--- src/rtl/synchro_pkg.sv ---
// Shared constants for the button conditioner and the synchro_register stage.
// Debounce lengths are in CLK cycles: short for simulation, 10 ms at 100 MHz for the board.
package synchro_pkg;

  localparam int DEBOUNCE_SIM = 4;
  localparam int DEBOUNCE_HW  = 1_000_000;

endpackage : synchro_pkg

--- src/rtl/debounce_channel.sv ---
// One button: two-flop synchronizer followed by a symmetric debounce filter.
// ST follows the synchronized level only after it has differed from ST for DEBOUNCE_CYCLES cycles.
module debounce_channel
  import synchro_pkg::*;
#(
  parameter int DEBOUNCE_CYCLES = DEBOUNCE_SIM
) (
  input  logic CLK,
  input  logic RESET,
  input  logic RAW,
  output logic ST
);

  localparam int                CNT_W    = $clog2(DEBOUNCE_CYCLES + 1);
  localparam logic [CNT_W-1:0]  CNT_LAST = CNT_W'(DEBOUNCE_CYCLES - 1);

  logic             sync1;
  logic             sync2;
  logic [CNT_W-1:0] cnt;

  // NOTE: sequential state uses non-blocking assignments so sync1 -> sync2 forms a real two-stage shift.
  always_ff @(posedge CLK or posedge RESET) begin
    if (RESET) begin
      sync1 <= 1'b0;
      sync2 <= 1'b0;
    end else begin
      sync1 <= RAW;
      sync2 <= sync1;
    end
  end

  // Any cycle where sync2 agrees with ST throws away the partial count.
  always_ff @(posedge CLK or posedge RESET) begin
    if (RESET) begin
      ST  <= 1'b0;
      cnt <= '0;
    end else if (sync2 == ST) begin
      cnt <= '0;
    end else if (cnt == CNT_LAST) begin
      ST  <= sync2;
      cnt <= '0;
    end else begin
      cnt <= cnt + 1'b1;
    end
  end

endmodule : debounce_channel

--- src/rtl/button_conditioner.sv ---
// Turns the two raw ZEROES/ONES buttons into clean, mutually exclusive command levels
// plus single-cycle press strobes for synchro_register.
module button_conditioner
  import synchro_pkg::*;
#(
  parameter int DEBOUNCE_CYCLES = DEBOUNCE_SIM
) (
  input  logic CLK,
  input  logic RESET,
  input  logic BTN_ZEROES_RAW,
  input  logic BTN_ONES_RAW,
  output logic ZEROES,
  output logic ONES,
  output logic ZEROES_PULSE,
  output logic ONES_PULSE,
  output logic CONFLICT
);

  logic st_z;
  logic st_o;
  logic zprev;
  logic oprev;

  debounce_channel #(
    .DEBOUNCE_CYCLES(DEBOUNCE_CYCLES)
  ) u_zeroes (
    .CLK  (CLK),
    .RESET(RESET),
    .RAW  (BTN_ZEROES_RAW),
    .ST   (st_z)
  );

  debounce_channel #(
    .DEBOUNCE_CYCLES(DEBOUNCE_CYCLES)
  ) u_ones (
    .CLK  (CLK),
    .RESET(RESET),
    .RAW  (BTN_ONES_RAW),
    .ST   (st_o)
  );

  // Both held means neither command is issued; the register stage must never see both.
  assign CONFLICT = st_z & st_o;
  assign ZEROES   = st_z & ~st_o;
  assign ONES     = st_o & ~st_z;

  always_ff @(posedge CLK or posedge RESET) begin
    if (RESET) begin
      zprev <= 1'b0;
      oprev <= 1'b0;
    end else begin
      zprev <= ZEROES;
      oprev <= ONES;
    end
  end

  // Strobes are taken on the arbitrated level, so a conflict ending also yields a pulse.
  assign ZEROES_PULSE = ZEROES & ~zprev;
  assign ONES_PULSE   = ONES & ~oprev;

endmodule : button_conditioner

--- config.mk ---
export PLATFORM = sky130hd
export DESIGN_NAME = button_conditioner
export DESIGN_NICKNAME = d
export VERILOG_FILES = /design/src/rtl/synchro_pkg.sv /design/src/rtl/debounce_channel.sv /design/src/rtl/button_conditioner.sv
export SDC_FILE = /design/constraint.sdc
export NUM_CORES = 1
export LEC_CHECK = 0
export CAP_MARGIN = 40
export CORE_AREA = 4 4 41 43
export CTS_CLUSTER_DIAMETER = 80
export CTS_CLUSTER_SIZE = 40
export DETAILED_ROUTE_END_ITERATION = 12
export DIE_AREA = 0 0 45 47
export SLEW_MARGIN = 20
export SYNTH_ARGS = -nofsm -noshare
export SYNTH_HDL_FRONTEND = slang
export SYNTH_SLANG_ARGS = --single-unit
--- constraint.sdc ---
create_clock -name CLK -period 3.5 [get_ports CLK]
set_input_delay 0.7 -clock CLK [delete_from_list [all_inputs] [get_ports CLK]]
set_output_delay 0.7 -clock CLK [all_outputs]
set_load 0.05 [all_outputs]
==> flow_metrics.py, run 1 <==
metrics = {
    "route": {
        "wl_met3_um": 52,
        "wire_per_inst_um": 12.85,
        "via_per_inst": 4.817,
        "wl_met2_um": 413,
        "ant_nets": 0,
        "drt-total-wl_um": 771,
        "wirelength_met1_um": 289,
        "top_layer": "met4",
        "dr.pass1.iters": 4,
        "drt_iter0_markers": 3,
        "route.detailed.drc": 0,
        "routed-via-count": 289,
    },
    "floorplan": {
        "ios": 9,
        "row_count": 13,
        "fp.dieW_um": 45,
        "core-area_mm2": 0.001301,
        "dieHeight_um": 47,
        "die_area_mm2": 0.002115,
        "start_util": 0.3923,
    },
    "global_route": {
        "globalRouteOverflowTotal": 0,
        "grt_pass1_vias": 311,
        "grt_util_all_layers": 0.09018,
        "antenna_found_initial": 0,
        "grt_pass1_wl_um": 1276,
        "grt_max_degree": 15,
    },
    "logic_synthesis": {
        "netlist_instances": 34,
        "synth_top_area_frac": 0.6863,
        "synthesis.area_um2": 510.5,
        "synth_seq_cells": 14,
        "synthTopCellsByArea": "dfrtp_1, nor3b_1, ha_1",
        "ys_types": 11,
        "syn_area_per_cell_um2": 15.01,
        "yosys.area.top_type": "dfrtp_1",
        "synth.yosys.warnings": 0,
        "synth.net_count": 40,
        "ys_seq_area_frac": 0.6863,
    },
    "critical_path": {
        "worstPathRequired_ns": 2.80,
        "cp_cell_sequence": "and2b_1, nor2b_1, clkdlybuf4s50_1",
        "max_stage_delay_ns": 0.81,
        "crit_family": "buffers and inverters",
        "crit_type": "reg2out",
        "r2r_start": "u_zeroes.cnt[0]",
        "endpoint_kind": "output port",
        "cp.arrival_ns": 1.89,
        "r2r_cells": 3,
        "crit_path_start_kind": "flop",
        "rr_endpoint": "u_zeroes.ST",
        "rrSetupSlack_ns": 2.29,
        "critPathMaxFanout": 5,
        "critPathSlowestCell": "clkdlybuf4s50_1",
        "path_buf_inv": 1,
    },
    "power": {
        "p_total_mw": 0.5680,
        "intPower_mw": 0.3450,
        "p_seq_frac": 0.407,
        "clkPwrFrac": 0.153,
        "comb_power_share": 0.440,
        "p_sw_mw": 0.2230,
        "swShare": 0.3926,
        "p_per_area_mw_per_mm2": 898.9,
        "ir_drop_uv": 282.8,
        "leakagePower_nw": 0.2914,
    },
    "layout": {
        "stdcell_area_um2": 631.9,
        "fin_nets": 53,
        "n_antenna_cell": 0,
        "final_cell_mix": "dfrtp_1, clkdlybuf4s50_1, nor3b_1",
        "area_delta_synth_final_pct": 23.77,
        "final_common_cell": "dfrtp_1",
        "final_util": 0.4856,
        "drive_above_1_share": 0.1556,
        "final_cells": 60,
    },
    "timing": {
        "tightest_slew_ns": 0.4999,
        "period_share": 0.7394,
        "maxSlewViolCount": 0,
        "rsz0062_at_grt": "false",
        "timing.final.hold_violations": 0,
        "tns_ns": 0,
        "finalSetupViolCount": 0,
        "worst_hold_slack_ns": 0.3569,
        "clock_skew_ns": 0.0005138,
        "setup_slack_ns": 0.9121,
        "fmax_mhz": 386.4,
        "min_period_ns": 2.588,
        "max_slew_margin": 0.6664,
    },
    "hold_path": {
        "worstHoldStart": "u_ones.sync1",
        "holdPathStages": 0,
        "hp-class": "reg2reg",
        "hold-path-endpoint": "u_ones.sync2",
    },
    "placement": {
        "placed_area_um2": 609.3,
        "pre_cts_slack_ns": 1.174,
        "port_buffers": 8,
        "place_congestion": 0.6759,
        "dpl.cell_count": 57,
    },
    "cts": {
        "cts_max_path_buffers": 2,
        "clkLatencyLatePin_ns": 0.27,
        "cts_hold_buf": 0,
        "cts_sinks": 14,
        "cts-buffers-inserted": 3,
        "cts.clk_slew.worst_paths_ns": 0.07,
        "cts_tree": "built",
        "cts_max_level": 1,
        "cts-root-buf": "clkbuf_4",
        "cts_setup_buffers": 0,
        "cts-resized-gates": 0,
    },
    "status": {
        "status": "finished clean",
    },
    "flow_run": {
        "maxCapViolations": 0,
    },
}
state kept, by name (all words and copies together), names as in the netlist:
name            flops
oprev               1
u_zeroes.sync1      1
u_zeroes.sync2      1
u_ones.sync2        1
u_zeroes.ST         1
zprev               1
u_zeroes.cnt        3
u_ones.sync1        1
u_ones.cnt          3
u_ones.ST           1
cell families (layout without fill, tap and decap cells):
family                   count (synthesis)  after routing  share of synthesized area
XOR/XNOR                                 2              2                    0.03432
AND/OR/NAND/NOR                         13             13                     0.1789
buffers and inverters                    1             12                   0.007346
flip-flops                              14             14                     0.6863
multiplexers                             2              2                    0.04411
adder cells (fa/ha/maj)                  2              2                    0.04901
how the worst max path moves through the flow:
stage / start / end / depth (start not counted)
final: u_zeroes.ST / ONES_PULSE / 3
after CTS: u_zeroes.ST / ONES_PULSE / 3
after detailed placement: u_zeroes.ST / ONES_PULSE / 3
after floorplan: u_zeroes.ST / ONES_PULSE / 2
after global placement: u_zeroes.ST / ONES_PULSE / 3
after global routing: u_zeroes.ST / ONES_PULSE / 3
cell type report:
cell class / instances / area (um2)
fill: 117 / 669.4
sequential: 14 / 350.3
multi-input combinational: 19 / 156.4
timing repair buffer: 8 / 80.08
clock buffer: 3 / 22.52
tap: 15 / 18.77
inverter: 1 / 3.754
power groups by stage:
stage | clock, mW | sequential (mW) | combinational, mW
after floorplan | 0 | 0.228 | 0.186
after global placement | 0 | 0.232 | 0.247
after detailed placement | 0 | 0.237 | 0.253
after CTS | 0.0889 | 0.233 | 0.254
after global routing | 0.0957 | 0.239 | 0.266
final | 0.0868 | 0.231 | 0.250
synth_stat cells (all sizes together):
library cell,count
nor2b,4
xnor2,2
dfrtp,14
and2b,2
nor3,2
inv,1
mux2,2
and2,1
ha,2
nor3b,4
worst register-to-register path: stages (launching register included):
cell and delay (ns):
dfrtp_1 0.36, ha_1 0.18, nor2b_2 0.21, mux2_2 0.36
per-layer routing:
layer	track usage	vias to the layer above
li1	-	138
met1	0.09135	137
met2	0.1667	11
met3	0.02299	3
met4	0.05263	0
met5	0	-
No activity file was read; power rests on OpenSTA's default activity.
==> inputs of run 2 (changes only) <==
==> constraint.sdc (replaced) <==
create_clock -name CLK -period 2.1 [get_ports CLK]
set_input_delay 0.42 -clock CLK [delete_from_list [all_inputs] [get_ports CLK]]
set_output_delay 0.42 -clock CLK [all_outputs]
set_load 0.05 [all_outputs]
==> run 2 against run 1 <==
  * Sequential share of layout area up 0.44 points
  * Utilization down 0.38 points
  * Critical path type unchanged
  * Clock skew up 0.0048 ns
  * Largest power group unchanged
  * Flip-flop and latch count unchanged
  * Via count down 1.4%
==> flow_metrics.py, run 2 (synthesized netlist as in run 1, its figures left out) <==
metrics = {
    "status": {
        "status": "finished clean",
    },
    "timing": {
        "period_share": 0.9663,
        "rsz0062_at_grt": "false",
        "max_slew_margin": 0.6610,
        "tightest_slew_ns": 0.5079,
        "clock_skew_ns": 0.005309,
        "tns_ns": 0,
        "finalSetupViolCount": 0,
        "timing.final.hold_violations": 0,
        "min_period_ns": 2.029,
        "fmax_mhz": 492.8,
        "maxSlewViolCount": 0,
    },
    "critical_path": {
        "crit_path_start_kind": "flop",
        "critPathSlowestCell": "clkdlybuf4s50_1",
        "crit_start": "u_zeroes.ST",
        "critPathMaxFanout": 5,
        "crit_type": "reg2out",
        "worstPathRequired_ns": 1.68,
        "max_stage_delay_ns": 0.79,
        "r2r_start": "u_ones.cnt[0]",
        "endpoint_kind": "output port",
        "rr_endpoint": "u_ones.ST",
        "rrSetupSlack_ns": 0.91,
        "cp.arrival_ns": 1.61,
        "crit_end": "CONFLICT",
        "cp_cell_sequence": "and2_1, clkdlybuf4s50_1",
        "r2r_cells": 3,
    },
    "floorplan": {
        "dieHeight_um": 47,
        "core-area_mm2": 0.001301,
        "ios": 9,
        "row_count": 13,
        "start_util": 0.3923,
        "die_area_mm2": 0.002115,
        "fp.dieW_um": 45,
    },
    "cts": {
        "cts-root-buf": "clkbuf_4",
        "cts.clk_slew.worst_paths_ns": 0.07,
        "clkLatencyLatePin_ns": 0.26,
        "cts_max_path_buffers": 2,
        "cts_hold_buf": 0,
        "cts_tree": "built",
        "cts_sinks": 14,
        "cts-buffers-inserted": 3,
        "cts_max_level": 1,
        "cts-resized-gates": 0,
        "cts_setup_buffers": 0,
    },
    "layout": {
        "fin_nets": 53,
        "largestRegisters": "u_ones.cnt x3, u_zeroes.cnt x3",
        "area_delta_synth_final_pct": 22.79,
        "n_antenna_cell": 0,
        "final_common_cell": "dfrtp_1",
        "final_cells": 60,
        "drive_above_1_share": 0.2889,
        "fillers": 121,
        "final_cell_mix": "dfrtp_1, nor2b_2, nor3b_1, clkdlybuf4s50_1, buf_4",
    },
    "hold_path": {
        "hp-class": "reg2reg",
    },
    "placement": {
        "hpwlAfterDp_um": 602.3,
        "dpl.cell_count": 57,
        "port_buffers": 8,
        "place_congestion": 0.6849,
    },
    "global_route": {
        "use_met1": 0.08937,
        "use_met3": 0.02299,
        "busiest_layer": "met2",
        "grt_pass1_vias": 304,
        "globalRouteOverflowTotal": 0,
        "grt_util_all_layers": 0.08710,
        "met2_usage": 0.1582,
        "grt_pass1_wl_um": 1269,
        "grt_max_degree": 15,
        "antenna_found_initial": 0,
    },
    "power": {
        "ir_drop_uv": 518.8,
        "p_total_mw": 0.9325,
        "p_per_area_mw_per_mm2": 1488,
        "leakagePower_nw": 0.2987,
    },
    "route": {
        "route.detailed.drc": 0,
        "routed-via-count": 285,
        "drt-total-wl_um": 735,
        "via_per_inst": 4.750,
        "drt_iter0_markers": 3,
        "wire_per_inst_um": 12.25,
        "dr.pass1.iters": 4,
        "ant_nets": 0,
    },
    "flow_run": {
        "maxCapViolations": 0,
    },
}
[run 2: power by group]
group	total, mW	internal (mW)	leakage [nW]	switching, mW
sequential	0.388	0.342	0.176	0.0467
combinational	0.409	0.159	0.109	0.250
clock	0.135	0.0661	0.0138	0.0694
[run 2: final cells by class]
class	instances	area, um2	share of cell area
sequential	14	350.3	0.5589
tap	15	18.77	0.02994
timing repair buffer	8	70.07	0.1118
multi-input combinational	19	161.4	0.2575
inverter	1	3.754	0.005988
clock buffer	3	22.52	0.03593
[run 2: worst min path at each step]
stage               slack [ns]           end          from  cells past startpoint
floorplan                 0.31         oprev         RESET                      1
finish                    0.35  u_ones.sync2  u_ones.sync1                      0
CTS                       0.35  u_ones.sync2  u_ones.sync1                      0
global placement          0.34  u_ones.sync2  u_ones.sync1                      0
detailed placement        0.33  u_ones.sync2  u_ones.sync1                      0
global route              0.37  u_ones.sync2  u_ones.sync1                      0
[run 2: critical path, delay by kind of cell, from the launching register on]
kind                   cells  cell delay (ns)
and+or+nand+nor            1             0.14
buffers and inverters      1             0.79
DFF                        1             0.42
[run 2: metal layers]
| metal | vias to the layer above | wire, um |
|---|---|---|
| li1 | 136 | - |
| met1 | 133 | 279 |
| met2 | 14 | 385 |
| met3 | 2 | 64 |
| met5 | - | 0 |
| met4 | 0 | 6 |
[run 2: stage by stage]
stage	setup slack, ns	hold slack, ns	utilization	instance area, um2
detailed placement	0.3528	0.3347	0.4644	604.3
global route	0.009592	0.3738	0.4817	626.9
finish	0.07079	0.3517	0.4817	626.9
CTS	0.05700	0.3525	0.4817	626.9
floorplan	0.2203	0.3092	-	515.5
global placement	0.3809	0.3356	0.4644	604.3
